[config.mk]
export PLATFORM = sky130hd
export DESIGN_NAME = osc_slot_sequencer
export DESIGN_NICKNAME = d
export VERILOG_FILES = /design/src/rtl/osc_slot_sequencer.sv
export SDC_FILE = /design/constraint.sdc
export NUM_CORES = 1
export LEC_CHECK = 0
export ABC_AREA = 0
export CORE_ASPECT_RATIO = 0.7
export CORE_MARGIN = 10
export CORE_UTILIZATION = 39
export DETAILED_ROUTE_END_ITERATION = 16
export PLACE_DENSITY = 0.58
export SETUP_SLACK_MARGIN = 0.5
export SLEW_MARGIN = 20
export SYNTH_ARGS = -nofsm -noshare
export SYNTH_HDL_FRONTEND = slang
export SYNTH_SLANG_ARGS = --single-unit
[constraint.sdc]
create_clock -name sCLK_XVXENVS -period 6 [get_ports sCLK_XVXENVS]
set_clock_uncertainty 0.2 [all_clocks]
set_input_delay 1.2 -clock sCLK_XVXENVS [delete_from_list [all_inputs] [get_ports sCLK_XVXENVS]]
set_output_delay 1.2 -clock sCLK_XVXENVS [all_outputs]
set_load 0.05 [all_outputs]
[src/rtl/osc_slot_sequencer.sv]
// Slot scheduler for the oscillator/envelope datapath: walks {vx, ox, ex} once per frame and
// applies per-voice phase-reset requests only across a complete visit of the target voice.
module osc_slot_sequencer #(
    parameter int unsigned VOICES   = 8,
    parameter int unsigned V_OSC    = 8,
    parameter int unsigned O_ENVS   = 2,
    parameter int unsigned V_WIDTH  = 3,
    parameter int unsigned O_WIDTH  = 3,
    parameter int unsigned OE_WIDTH = 1,
    parameter int unsigned E_WIDTH  = O_WIDTH + OE_WIDTH,
    parameter int unsigned V_ENVS   = O_ENVS * V_OSC
) (
    input  logic                       sCLK_XVXENVS,
    input  logic                       reset_data_N,
    input  logic                       run,
    output logic [V_WIDTH+E_WIDTH-1:0] xxxx,
    output logic                       osc_tick,
    output logic                       frame_start,
    output logic                       frame_end,
    input  logic                       key_on_req,
    input  logic [V_WIDTH-1:0]         key_on_voice,
    input  logic [V_OSC-1:0]           key_on_mask,
    output logic                       key_on_ack,
    output logic [V_ENVS-1:0]          osc_accum_zero
);

    localparam int unsigned S_WIDTH = V_WIDTH + E_WIDTH;

    logic [S_WIDTH-1:0]           slot_q, slot_d;
    logic [VOICES-1:0][V_OSC-1:0] pend_q, pend_d;
    logic                         ack_q, ack_d;
    logic [V_WIDTH-1:0]           vx;
    logic                         voice_last;
    logic                         accept;

    assign vx         = slot_q[S_WIDTH-1 -: V_WIDTH];
    assign voice_last = &slot_q[E_WIDTH-1:0];

    // The voice under scan is locked out so a visit never sees a mask change part-way through;
    // a held request is also blocked during its own ack cycle.
    assign accept = key_on_req && !ack_q && (!run || (key_on_voice != vx));

    always_comb begin
        slot_d = '0;
        pend_d = pend_q;
        ack_d  = accept;
        if (run) begin
            slot_d = slot_q + S_WIDTH'(1);
        end
        if (run && voice_last) begin
            pend_d[vx] = '0;
        end
        if (accept) begin
            pend_d[key_on_voice] = pend_d[key_on_voice] | key_on_mask;
        end
    end

    always_ff @(posedge sCLK_XVXENVS or negedge reset_data_N) begin
        if (!reset_data_N) begin
            slot_q <= '0;
            pend_q <= '0;
            ack_q  <= 1'b0;
        end else begin
            slot_q <= slot_d;
            pend_q <= pend_d;
            ack_q  <= ack_d;
        end
    end

    always_comb begin
        xxxx           = slot_q;
        osc_tick       = (slot_q[OE_WIDTH-1:0] == '0);
        frame_start    = run && reset_data_N && (slot_q == '0);
        frame_end      = &slot_q;
        key_on_ack     = ack_q;
        osc_accum_zero = '0;
        if (run) begin
            for (int unsigned o = 0; o < V_OSC; o++) begin
                for (int unsigned e = 0; e < O_ENVS; e++) begin
                    osc_accum_zero[o*O_ENVS+e] = pend_q[vx][o];
                end
            end
        end
    end

endmodule

# After elaboration in Yosys (flattened, before gate mapping)

Index checks and enable logic that the tools add are counted.
W data, S select, Z words.

Flip-flop bits (word level): 72
Input port bits: 15
Output and inout bits: 27
Logic and storage cells: 46

$add $sub $neg: 1
$lt $le $gt $ge: 4
Equality and inequality tests: 1
Muxes and demuxes: 13
Bitwise logic cells: 4
Reduce and logical (&&, ||, !) cells: 13

Operator list:

| operator              | count |
|---|---|
| $mux W64              | 2 |
| $and A64 B64 Y64      | 1 |
| $bwmux W64            | 1 |
| $not A64 Y64          | 1 |
| $bmux W8 S3           | 2 |
| $demux W8 S3          | 2 |
| $mux W8               | 4 |
| $mux W16              | 1 |
| $lt A3 B4 Y1 const B  | 2 |
| $or A8 B8 Y8          | 1 |
| $add A7 B1 Y7 const B | 1 |
| $logic_and A1 B1 Y1   | 7 |
| $logic_not A7 Y1      | 1 |
| $mux W7               | 1 |
| $reduce_and A7 Y1     | 1 |
| $ge A3 B1 Y1 const B  | 2 |
| $reduce_and A4 Y1     | 1 |
| $ne A3 B3 Y1          | 1 |
| $logic_not A1 Y1      | 2 |
| $logic_or A1 B1 Y1    | 1 |
| $not A1 Y1            | 1 |

# Logic depth before layout (Yosys ltp)

Depth in word-level cells: 12
Depth in mapped cells: 9
Gate-level depth less buffers: 6

# Worst setup path after synthesis

No wires, ideal clock.

Kind: register -> output
From: reg slot_q[4], in the netlist xxxx[4]
To: out osc_accum_zero[15]
Arrival: 3.339 ns
Required time: 4.600 ns
Setup slack: 1.261 ns
Cell stages (with the launch flop): 8
Path buffers: 5
Cells stage by stage: dfrtp_1 buf_4 buf_2 buf_2 clkbuf_1 a22oi_1 a21boi_0 buf_4

Longest elaborated chain between the ends: 3

RTL lines:

| element                  | RTL line | text |
|---|---|---|
| start: declaration       | 29       | `logic [S_WIDTH-1:0] slot_q, slot_d;` |
| start signal: assignment | 64       | `slot_q <= slot_d;` |
| $bmux W8 S3              | 80       | `osc_accum_zero[o*O_ENVS+e] = pend_q[vx][o];` |
| $mux W8                  | n/a      |  |
| $mux W16                 | 77       | `if (run) begin` |
| end: declaration         | 24       | `output logic [V_ENVS-1:0] osc_accum_zero` |

No other way between the ends. The select of a mux whose other input is x is not followed.

# Final worst setup path

From: in run
To: out osc_accum_zero[3]

Longest elaborated chain between the ends: 1

RTL lines:

| element            | RTL line | text |
|---|---|---|
| start: declaration | 15       | `input logic run,` |
| $mux W16           | 77       |  |

No other way between the ends.

==> impl_metrics.csv <==
group,metric,value,unit
floorplan,rows,32,
clock_network,htreeDepth,3,
detailed_routing,routedWlPerCell,21.7,um
placement,post-dp-hpwl,10100,um
global_routing,grt_use_total,0.172,
logic_synthesis,syn_nets,469,
finish,fin_util,0.466,
logic_synthesis,synth_area,4470,um^2
logic_synthesis,ys_ff_latch,72,
logic_synthesis,synth-compound-area-share,0.157,
logic_synthesis,ys_async_sr_fraction,1.00,
floorplan,die_x,148,um
detailed_routing,drt_iter0_drc,427,
sta,drv_slew,0,
worst_setup_path,worst_ep_required_time,4.60,ns
clock_network,numCtsBuffers,9,
clock_network,postCtsHoldBufs,0,
power_and_ir_drop,pwr_density_cell,367,nW/um^2
finish,nFillCells,1065,
sta,tns,0,ns
detailed_routing,route.detailed.drc,0,
logic_synthesis,yosys.area_share.adder,0.00559,
clock_network,clockRootBuffer,"clkbuf_16",
flow_run,drv_cap,0,
sta,max_slew_margin,0.372,
floorplan,die_area,16200,um^2
logic_synthesis,syn_avg_cell_area,9.90,um^2
floorplan,initial_core_util,0.402,
finish,final_nets,488,
clock_network,clk_latency,0.33,ns
finish,diodes,0,
detailed_routing,ant_nets,0,
global_routing,grt.overflow.total,0,
sta,min_period,4.98,ns
logic_synthesis,synth-seq-area-share,0.403,
power_and_ir_drop,ir_drop,0.200,mV
sta,setup_slack,1.02,ns
worst_setup_path,path_cells,"clkdlybuf4s50_1 -> buf_4 -> a21boi_0 -> clkdlybuf4s50_1",
worst_setup_path,worstPathArrival,3.58,ns
logic_synthesis,synth-xor-area-share,0.0157,
finish,drive_above_1_share,0.0947,
sta,clock.fmax,201,MHz
power_and_ir_drop,total_leakage_power,0.00251,uW
sta,finalSetupViolCount,0,
worst_setup_path,end_kind,"primary output",
logic_synthesis,synth.area.top_cells,"dfrtp_1 (40%), mux2i_1 (16%), nand2_1 (6.5%)",
clock_network,cts_sinks,72,
detailed_routing,num_vias,3725,
global_routing,grt_pass1_vias,3631,
global_routing,grt_first_pass_wirelength,21800,um
logic_synthesis,yosys.area_share.simple,0.183,
global_routing,antenna_found_initial,0,
sta,fin_crit_sh,0.831,
logic_synthesis,synth_top_cell_area_share,0.403,
logic_synthesis,postSynthCellCount,452,
placement,place_congestion,0.862,
detailed_routing,wl,13600,um
worst_setup_path,crit_type,"input pin to primary output",
logic_synthesis,synth_area_leader_cell,"dfrtp_1",
clock_network,post_cts_buffers,0,
detailed_routing,vias_per_cell,5.93,
logic_synthesis,ys.flop_type,"dfrtp_1",
placement,numPortBuffers,41,
clock_network,clock_path_buffers,2,
logic_synthesis,synth_cell_types,57,
logic_synthesis,synth.area.mux_share,0.177,
sta,tightestPinTransition,0.942,ns
floorplan,io_pins,42,
placement,dp_worst_setup_slack,1.01,ns
worst_setup_path,path_buf_inv,3,
worst_setup_path,slowest_stage,"clkdlybuf4s50_1",
global_routing,grt_max_degree,73,
floorplan,core,11100,um^2
worst_setup_path,critPathTopFamily,"buffers and inverters",
logic_synthesis,synth_top_family_by_area,"simple AND/OR/NAND/NOR gates",
min_path,holdCritPathClass,"register to register",
clock_network,clkTransAtPathRegs,0.06,ns
floorplan,die_h,110,um
clock_network,cts_tree,"built",
worst_setup_path,crit_top_cell,"clkdlybuf4s50_1",
logic_synthesis,ys.warnings.count,0,
detailed_routing,firstDrtPassIters,5,
sta,rsz0062_at_grt,"no",
clock_network,cts_resized,0,
logic_synthesis,synth_edf_count,0,
sta,hold_violations,0,
worst_setup_path,cp_max_fo,13,
worst_setup_path,critPathMaxStageDelay,0.93,ns
worst_setup_path,cp-start-kind,"input pin",
outcome,status,"complete, no violations",
finish,areaGrowthSynthToFinish,15.8,%
Yosys cell counts (all sizes together), types with 3 or more instances:
library cell  number
a21boi             4
a221o              7
a221oi             5
a22o               7
a22oi              6
a31oi              5
and2               9
and3               3
and3b              3
buf               27
clkbuf            12
dfrtp             72
inv               11
mux2               8
mux2i             70
nand2             78
nand3             15
nand3b             3
nand4              4
nor2               7
nor2b              7
nor3               9
o2111ai            7
o211ai            21
o21ai             17
or2                3
or3b               3
xnor2              7
metrics by stage:
step,instances,power [uW],hold slack [ns],area [um^2]
floorplan,452,1160,0.293,4470
global placement,613,1340,0.325,4890
detailed placement,613,1360,0.323,4890
CTS,628,1900,0.330,5180
global route,628,2010,0.361,5180
finish,628,1900,0.331,5180
layer usage:
layer	track usage	up-vias	share of wire
li1	-	1684	-
met1	0.258	1890	0.51
met2	0.243	132	0.42
met3	0.0386	19	0.063
met4	0.0367	0	0.0082
met5	0	-	0
layout by cell type, fill, tap and decap left out, types with 4 or more instances in the layout:
| master | Yosys | routed |
|---|---|---|
| nand2_1 | 78 | 78 |
| dfrtp_1 | 72 | 72 |
| mux2i_1 | 70 | 70 |
| clkdlybuf4s50_1 | 0 | 40 |
| o211ai_1 | 21 | 21 |
| nand3_1 | 15 | 15 |
| inv_1 | 11 | 11 |
| and2_1 | 9 | 9 |
| clkbuf_16 | 0 | 9 |
| o21ai_1 | 8 | 8 |
| mux2_2 | 8 | 8 |
| o21ai_0 | 8 | 8 |
| xnor2_1 | 7 | 7 |
| nor2b_1 | 7 | 7 |
| a221o_1 | 7 | 7 |
| o2111ai_1 | 7 | 7 |
| a22o_1 | 7 | 7 |
| nor2_1 | 7 | 7 |
| buf_4 | 11 | 7 |
| a22oi_1 | 6 | 6 |
| nor3_4 | 5 | 5 |
| a221oi_1 | 5 | 5 |
| a21boi_0 | 4 | 4 |
worst paths after layout:
path | startpoint | to | slack [ns] | cells past startpoint
min reg2reg | xxxx[0] | xxxx[0] | 0.33 | 1
min | xxxx[0] | xxxx[0] | 0.33 | 1
max in group asynchronous | reset_data_N | pend_q[28] | 4.05 | 2
max reg2reg | xxxx[4] | pend_q[31] | 2.66 | 6
max | run | osc_accum_zero[3] | 1.02 | 4
min in group asynchronous | reset_data_N | key_on_ack | 0.91 | 2
state kept, by name, indices dropped and copies added, names as in the netlist:
signal	flops
key_on_ack	1
pend_q	64
xxxx	7
power breakdown:
part | internal (uW) | switching, uW | leakage, uW
Sequential | 644 | 178 | 0.000849
Clock | 329 | 204 | 0.000145
Combinational | 222 | 324 | 0.00151
Total | 1200 | 706 | 0.00251
cell type report:
cell class / count / area (um^2) / area share
Multi-Input combinational cell: 330 / 2410 / 0.465
Sequential cell: 72 / 1800 / 0.348
Timing Repair Buffer: 47 / 453 / 0.0874
Clock buffer: 11 / 243 / 0.0468
Tap cell: 153 / 191 / 0.0369
Clock inverter: 4 / 45.0 / 0.00869
Inverter: 11 / 41.3 / 0.00797
kinds of logic after synthesis:
family                   Yosys count
multiplexers                      78
XOR/XNOR                           8
AO/OA/AOI/OAI                     90
flip-flops                        72
adder cells (fa/ha/maj)            2
buffers and inverters             50
AND/OR/NAND/NOR                  152
(Power assumes the default switching activity.)
